$ cat config.mk
export PLATFORM = sky130hd
export DESIGN_NAME = stream_sorter_param_flat
export DESIGN_NICKNAME = d
export VERILOG_FILES = /design/src/rtl/sorter_pkg.sv /design/src/rtl/stream_sorter_param_if.sv /design/src/rtl/sort_cell.sv /design/src/rtl/stream_sorter_param.sv /design/src/flat_wrapper.sv
export SDC_FILE = /design/constraint.sdc
export NUM_CORES = 2
export LEC_CHECK = 0
export BUFFER_PORTS_ARGS = -buffer_cell sky130_fd_sc_hd__buf_2
export CAP_MARGIN = 10
export CORE_ASPECT_RATIO = 1.2
export CORE_MARGIN = 2
export CORE_UTILIZATION = 37
export CTS_CLUSTER_SIZE = 14
export DETAILED_ROUTE_END_ITERATION = 6
export GPL_ROUTABILITY_DRIVEN = 0
export GPL_TIMING_DRIVEN = 0
export SLEW_MARGIN = 10
export SYNTH_ARGS = -nofsm -noshare
export SYNTH_HDL_FRONTEND = slang
export SYNTH_SLANG_ARGS = --single-unit
$ cat constraint.sdc
create_clock -name clk -period 9.35 [get_ports clk]
set_input_delay 0.4675 -clock clk [delete_from_list [all_inputs] [get_ports clk]]
set_output_delay 0.4675 -clock clk [all_outputs]
set_load 0.005 [all_outputs]
$ cat src/rtl/sorter_pkg.sv
// Shared types for the streaming insertion sorter: FSM states, sort mode
// constants and the per-cell load-select encoding.
package sorter_pkg;

  typedef enum logic {
    FILL  = 1'b0,
    DRAIN = 1'b1
  } state_t;

  localparam logic MODE_ASC  = 1'b0;
  localparam logic MODE_DESC = 1'b1;

  typedef enum logic [1:0] {
    SEL_HOLD,
    SEL_NEW,
    SEL_NBR,
    SEL_SHIFT
  } sel_t;

endpackage

$ cat src/rtl/stream_sorter_param_if.sv
// Input/output valid-ready stream bundle for stream_sorter_param.
// slave = sorter side, master = source/consumer side.
interface stream_sorter_param_if #(
  parameter int WIDTH = 32
);
  logic             in_valid;
  logic             in_ready;
  logic [WIDTH-1:0] in_data;
  logic             out_valid;
  logic             out_ready;
  logic [WIDTH-1:0] out_data;

  modport master (
    output in_valid, in_data, out_ready,
    input  in_ready, out_valid, out_data
  );

  modport slave (
    input  in_valid, in_data, out_ready,
    output in_ready, out_valid, out_data
  );
endinterface

$ cat src/rtl/sort_cell.sv
// One sorter cell: data register plus valid bit, insertion compare output c
// and a hold/new/neighbour/shift load mux.
module sort_cell
  import sorter_pkg::*;
#(
  parameter int WIDTH = 32
) (
  input  logic             clk,
  input  logic             rst,
  input  logic             ins,
  input  logic             shift,
  input  logic             mode_q,
  input  logic [WIDTH-1:0] din,
  input  logic             c_prev,
  input  logic [WIDTH-1:0] d_prev,
  input  logic             v_prev,
  input  logic [WIDTH-1:0] d_next,
  input  logic             v_next,
  output logic             c,
  output logic [WIDTH-1:0] d,
  output logic             v
);

  logic [WIDTH-1:0] d_q;
  logic             v_q;
  sel_t             sel;

  // Strict compare keeps equal words in arrival order.
  always_comb begin
    c   = ~v_q | ((mode_q == MODE_DESC) ? (din > d_q) : (din < d_q));
    sel = SEL_HOLD;
    if (shift)              sel = SEL_SHIFT;
    else if (ins && c_prev) sel = SEL_NBR;
    else if (ins && c)      sel = SEL_NEW;
  end

  always_ff @(posedge clk or negedge rst) begin
    if (!rst) begin
      d_q <= '0;
      v_q <= 1'b0;
    end else begin
      case (sel)
        SEL_SHIFT: begin d_q <= d_next; v_q <= v_next; end
        SEL_NBR:   begin d_q <= d_prev; v_q <= v_prev; end
        SEL_NEW:   begin d_q <= din;    v_q <= 1'b1;   end
        default:   ;
      endcase
    end
  end

  assign d = v_q ? d_q : '0;
  assign v = v_q;

endmodule

$ cat src/rtl/stream_sorter_param.sv
// Streaming insertion sorter: DEPTH cells, asc/desc mode latched per batch,
// flush for partial batches. Optional macro SORTER_DEDUP_EN drops duplicates.
module stream_sorter_param
  import sorter_pkg::*;
#(
  parameter int WIDTH = 32,
  parameter int DEPTH = 16,
  parameter int CNT_W = $clog2(DEPTH + 1)
) (
  input  logic                   clk,
  input  logic                   rst,
  input  logic                   en,
  input  logic                   mode,
  input  logic                   flush,
  stream_sorter_param_if.slave   bus,
  output logic [CNT_W-1:0]       count,
  output logic [DEPTH*WIDTH-1:0] sorted_flat,
  output logic [DEPTH-1:0]       sorted_vld
`ifdef SORTER_DEDUP_EN
  ,
  output logic [WIDTH-1:0]       dup_cnt
`endif
);

  localparam logic [CNT_W-1:0] FULL = CNT_W'(DEPTH);
  localparam logic [CNT_W-1:0] ONE  = CNT_W'(1);

  state_t                        state_q, state_d;
  logic   [CNT_W-1:0]            count_q;
  logic                          mode_q;
  logic   [DEPTH-1:0]            c, v, v_prev, v_next;
  logic   [DEPTH-1:0][WIDTH-1:0] d, d_prev, d_next;
  logic                          accept, flush_go, ins, pop, dup;

  assign accept   = bus.in_valid & bus.in_ready;
  assign flush_go = en & flush & (state_q == FILL) & (count_q != '0);
  assign ins      = accept & ~flush_go & ~dup;
  assign pop      = bus.out_valid & bus.out_ready;

  assign d_prev = {d[DEPTH-2:0], {WIDTH{1'b0}}};
  assign v_prev = {v[DEPTH-2:0], 1'b0};
  assign d_next = {{WIDTH{1'b0}}, d[DEPTH-1:1]};
  assign v_next = {1'b0, v[DEPTH-1:1]};

  for (genvar i = 0; i < DEPTH; i++) begin : g_cell
    sort_cell #(.WIDTH(WIDTH)) u_cell (
      .clk    (clk),
      .rst    (rst),
      .ins    (ins),
      .shift  (pop),
      .mode_q (mode_q),
      .din    (bus.in_data),
      .c_prev (i == 0 ? 1'b0 : c[(i == 0) ? 0 : i-1]),
      .d_prev (d_prev[i]),
      .v_prev (v_prev[i]),
      .d_next (d_next[i]),
      .v_next (v_next[i]),
      .c      (c[i]),
      .d      (d[i]),
      .v      (v[i])
    );
  end

`ifdef SORTER_DEDUP_EN
  logic [DEPTH-1:0] match;
  always_comb begin
    match = '0;
    for (int unsigned i = 0; i < DEPTH; i++)
      match[i] = v[i] && (d[i] == bus.in_data);
  end
  assign dup = |match;

  always_ff @(posedge clk or negedge rst) begin
    if (!rst)                                     dup_cnt <= '0;
    else if (state_q == DRAIN && state_d == FILL) dup_cnt <= '0;
    else if (accept && !flush_go && dup && dup_cnt != '1)
      dup_cnt <= dup_cnt + 1'b1;
  end
`else
  assign dup = 1'b0;
`endif

  always_comb begin
    state_d       = state_q;
    bus.in_ready  = 1'b0;
    bus.out_valid = 1'b0;
    case (state_q)
      FILL: begin
        bus.in_ready = en && (count_q < FULL);
        if (flush_go)                          state_d = DRAIN;
        else if (ins && count_q == FULL - ONE) state_d = DRAIN;
      end
      DRAIN: begin
        bus.out_valid = en && (count_q != '0);
        if (pop && count_q == ONE) state_d = FILL;
      end
      default: state_d = FILL;
    endcase
  end

  always_ff @(posedge clk or negedge rst) begin
    if (!rst) begin
      state_q <= FILL;
      count_q <= '0;
      mode_q  <= MODE_ASC;
    end else begin
      state_q <= state_d;
      if (ins)      count_q <= count_q + ONE;
      else if (pop) count_q <= count_q - ONE;
      if (accept && !flush_go && count_q == '0) mode_q <= mode;
    end
  end

  assign bus.out_data = d[0];
  assign count        = count_q;
  assign sorted_flat  = d;
  assign sorted_vld   = v;

endmodule

$ cat src/flat_wrapper.sv
// flat-port wrapper written by rule: the top's interface ports become plain ports
module stream_sorter_param_flat import sorter_pkg::*;
#(
  parameter int WIDTH = 32,
  parameter int DEPTH = 16,
  parameter int CNT_W = $clog2(DEPTH + 1)
)
  (clk, rst, en, mode, flush, count, sorted_flat, sorted_vld, bus_in_valid, bus_in_data, bus_out_ready, bus_in_ready, bus_out_valid, bus_out_data);
  stream_sorter_param_if #(.WIDTH(WIDTH)) bus_i ();
  input  logic clk;
  input  logic rst;
  input  logic en;
  input  logic mode;
  input  logic flush;
  output logic [CNT_W-1:0] count;
  output logic [DEPTH*WIDTH-1:0] sorted_flat;
  output logic [DEPTH-1:0] sorted_vld;
  input wire logic [$bits(bus_i.in_valid)-1:0] bus_in_valid;
  input wire logic [$bits(bus_i.in_data)-1:0] bus_in_data;
  input wire logic [$bits(bus_i.out_ready)-1:0] bus_out_ready;
  output wire logic [$bits(bus_i.in_ready)-1:0] bus_in_ready;
  output wire logic [$bits(bus_i.out_valid)-1:0] bus_out_valid;
  output wire logic [$bits(bus_i.out_data)-1:0] bus_out_data;
  assign bus_i.in_valid = bus_in_valid;
  assign bus_i.in_data = bus_in_data;
  assign bus_i.out_ready = bus_out_ready;
  assign bus_in_ready = bus_i.in_ready;
  assign bus_out_valid = bus_i.out_valid;
  assign bus_out_data = bus_i.out_data;
  stream_sorter_param #(.WIDTH(WIDTH), .DEPTH(DEPTH), .CNT_W(CNT_W)) u_core (.clk(clk), .rst(rst), .en(en), .mode(mode), .flush(flush), .bus(bus_i), .count(count), .sorted_flat(sorted_flat), .sorted_vld(sorted_vld));
endmodule
==> reports/metrics.yaml <==
run_status:
  status: "complete, but fails checks"
  violations: "DRC, capacitance limit, slew limit"
sta:
  hold_violations: 0
  finalSetupViolCount: 0
  relSlewSlack_pct: -0.696
  setup_tns_ns: 0
  fin_crit_sh_pct: 68.4
  fmax_mhz: 156
  post-route-min-period_ns: 6.39
  tightest_slew_ns: 1.51
  slew_violations: 11
  rsz0062_at_grt: "false"
  finalWorstSetupSlack_ns: 2.96
  hold_ws_ns: 0.0888
  clock_skew_ns: 0.0396
power:
  ir_worst_vdd_mv: 0.124
  p_total_mw: 13.3
  p_comb_share_pct: 50.2
  powerDensity_mw_per_mm2: 252
  p_sw_share_pct: 49.8
  p_clk_share_pct: 21.1
  seqPwrFrac_pct: 28.7
  switchingPower_mw: 6.63
  power_leakage_nw: 23.4
  p_int_mw: 6.68
placed_design:
  dp.cells: 8004
  post_dp_cell_area_sq_mm: 0.0506
  io_buffers: 604
  dpl_worst_slack_ns: 2.74
  dp_hpwl_mm: 194
drt:
  drc: 22
  first_pass_iters: 7
  via_per_inst: 6.39
  drtIter0Drc: 7466
  wl_mm: 265
  drtAntennaViolNets: 0
  wire_per_inst_um: 32.5
  via_count: 52000
grt:
  gr-total-overflow: 0
  grtUsageTotal_pct: 40.7
  antenna_found_initial: 34
  first_global_vias: 48700
  grt_pass1_wl_mm: 360
  grt_max_degree: 100
finish:
  fin_nets: 7034
  drive_above_1_share_pct: 13.9
  seq_area_sq_mm: 0.0134
  synthToLayoutAreaGrowth_pct: 16.9
  fin_cells: 8143
  final_util_pct: 43.6
  fillCellCount: 12600
  design_area_sq_mm: 0.0529
  multiInputGateArea_sq_mm: 0.0277
cts:
  hold_buffers: 1
  root_buffer: "clkbuf_16"
  post_cts_buffers: 0
  cts_sinks: 535
  cts_buffers: 68
  cts.clk_slew.worst_paths_ns: 0.06
  cts_resized: 0
  clk_latency_ns: 0.71
  cts_tree: "built"
  cts_buffer_depth: 3
  htree_levels: 3
logic_synthesis:
  syn_avg_cell_area_sq_um: 7.86
  synthesis.nets: 6350
  synthCells: 5759
  yosysMostFrequentCell: "nor2_1"
  synth.cell_area_sq_mm: 0.0453
  synth-edff-count: 0
  ys_top_cells_by_count: "756 x nor2_1, 552 x ha_1, 535 x dfrtp_1"
  ys_async_sr_fraction_pct: 100
  synth_warnings: 0
  synth-seq-cells: 535
  ys.flop_type: "dfrtp_1"
  yosysTopAreaCellShare_pct: 29.6
  synth_area_leaders: "dfrtp_1 30%, ha_1 15%, a22oi_1 7.3%, nor2_1 6.3%, a21oi_1 4.8%"
  ys_seq_area_share_pct: 29.6
  synth_top_area_cell: "dfrtp_1"
  yosysUniqueCellTypes: 87
setup_path:
  cp-start-kind: "input port"
  required_ns: 9.98
  cp_max_fo: 17
  cp_data_arrival_time_ns: 7.02
  end_kind: "register"
  crit_type: "in -> reg"
floorplanning:
  dieArea_sq_mm: 0.125
  initial_core_util_pct: 37.3
  num_rows: 140
  fp.dieW_um: 323
  core_sq_mm: 0.121
  fp.dieH_um: 387
  ios: 606
flow_run:
  drv_cap: 2
min_path:
  hp-class: "in -> reg"
-- cells in the final DEF (no fill, tap or decap), types with 9 or more instances in the layout --
cell / instances
o31a_1: 9
o211ai_1: 17
a22oi_1: 443
mux2i_1: 62
and2_1: 254
ha_1: 552
nand3_1: 49
a21o_1: 175
inv_1: 518
clkbuf_16: 68
o21a_1: 25
clkbuf_1: 390
buf_1: 13
a21oi_1: 432
nor4_1: 18
nor2b_1: 27
buf_4: 53
a31oi_1: 45
clkbuf_2: 28
nand4_1: 97
a221oi_1: 28
clkbuf_8: 19
a211oi_1: 110
o21ai_0: 384
nand2_1: 391
nand3_2: 30
nor2_1: 756
nand2b_1: 13
nor3_1: 62
o31ai_1: 44
and4_1: 9
dfrtp_1: 535
and3_1: 11
buf_6: 12
diode_2: 16
a222oi_1: 32
buf_2: 621
o32ai_1: 13
-- layer usage --
layer | vias up | global-route usage [%] | part of all wire [%]
met3 | 1330 | 14.0 | 13
met5 | - | 1.21 | 0.12
met2 | 4051 | 59.0 | 41
met4 | 22 | 37.5 | 11
li1 | 21700 | - | -
met1 | 24900 | 46.6 | 35
-- state kept, by name (all words and copies together) (netlist names) --
signal	count
u_core.count	5
u_core.g_cell.u_cell.d_q	512
u_core.g_cell.u_cell.v	16
u_core.mode_q	1
u_core.state_q	1
-- final timing paths --
| check | start | end | slack, ns | cells after the start |
|---|---|---|---|---|
| worst max register to register | u_core.count[0] | u_core.g_cell[10].u_cell.d_q[26] | 3.01 | 15 |
| min in group asynchronous | rst | u_core.g_cell[10].u_cell.d_q[27] | 0.28 | 2 |
| worst min-delay path | mode | u_core.mode_q | 0.09 | 3 |
| max in group asynchronous | rst | u_core.g_cell[4].u_cell.d_q[5] | 7.79 | 4 |
| worst max-delay path | bus_in_data[0] | u_core.g_cell[3].u_cell.d_q[21] | 2.96 | 19 |
| worst min register to register | u_core.g_cell[3].u_cell.d_q[30] | u_core.g_cell[3].u_cell.d_q[30] | 0.48 | 1 |
-- critical path, cell delays in order --
cell and delay [ns]:
clkbuf_1 0.69, clkbuf_2 0.80, inv_2 0.56, ha_1 0.40, nor2b_1 0.10, o211ai_1 0.09, a21bo_2 0.20, o211ai_1 0.16
a211oi_2 0.15, mux2i_1 0.46, o21a_1 0.29, clkbuf_1 0.58, a21oi_1 0.22, ha_1 0.46, clkbuf_1 0.42, clkbuf_1 0.38
nor2_1 0.14, a211oi_1 0.25, a21o_1 0.12
-- area by class of cell --
type                            count  area share [%]
Tap cell                         1633            3.86
Clock inverter                     18           0.454
Inverter                          524            3.72
Buffer                            500            4.28
Multi-Input combinational cell   4200            52.3
Clock buffer                      103            3.82
Timing Repair Buffer              614            6.17
Antenna cell                       16          0.0757
Sequential cell                   535            25.3
-- power groups by stage --
stage,clock (mW),combinational (mW),sequential (mW)
3_5_place_dp,0,6.42,3.78
6_report,2.81,6.68,3.82
4_1_cts,2.79,6.45,3.74
5_1_grt,2.87,7.18,3.80
2_1_floorplan,0,4.09,3.31
3_3_place_gp,0,6.27,3.78
-- cell families after synthesis --
| group | after synthesis | synth area share [%] |
|---|---|---|
| AO/OA/AOI/OAI | 1836 | 26.5 |
| AND/OR/NAND/NOR | 1745 | 17.9 |
| buffers and inverters | 1024 | 9.27 |
| adder cells (fa/ha/maj) | 552 | 15.3 |
| flip-flops | 535 | 29.6 |
| multiplexers | 64 | 1.42 |
| XOR/XNOR | 3 | 0.0581 |
Power figures use the tool's default switching activity.
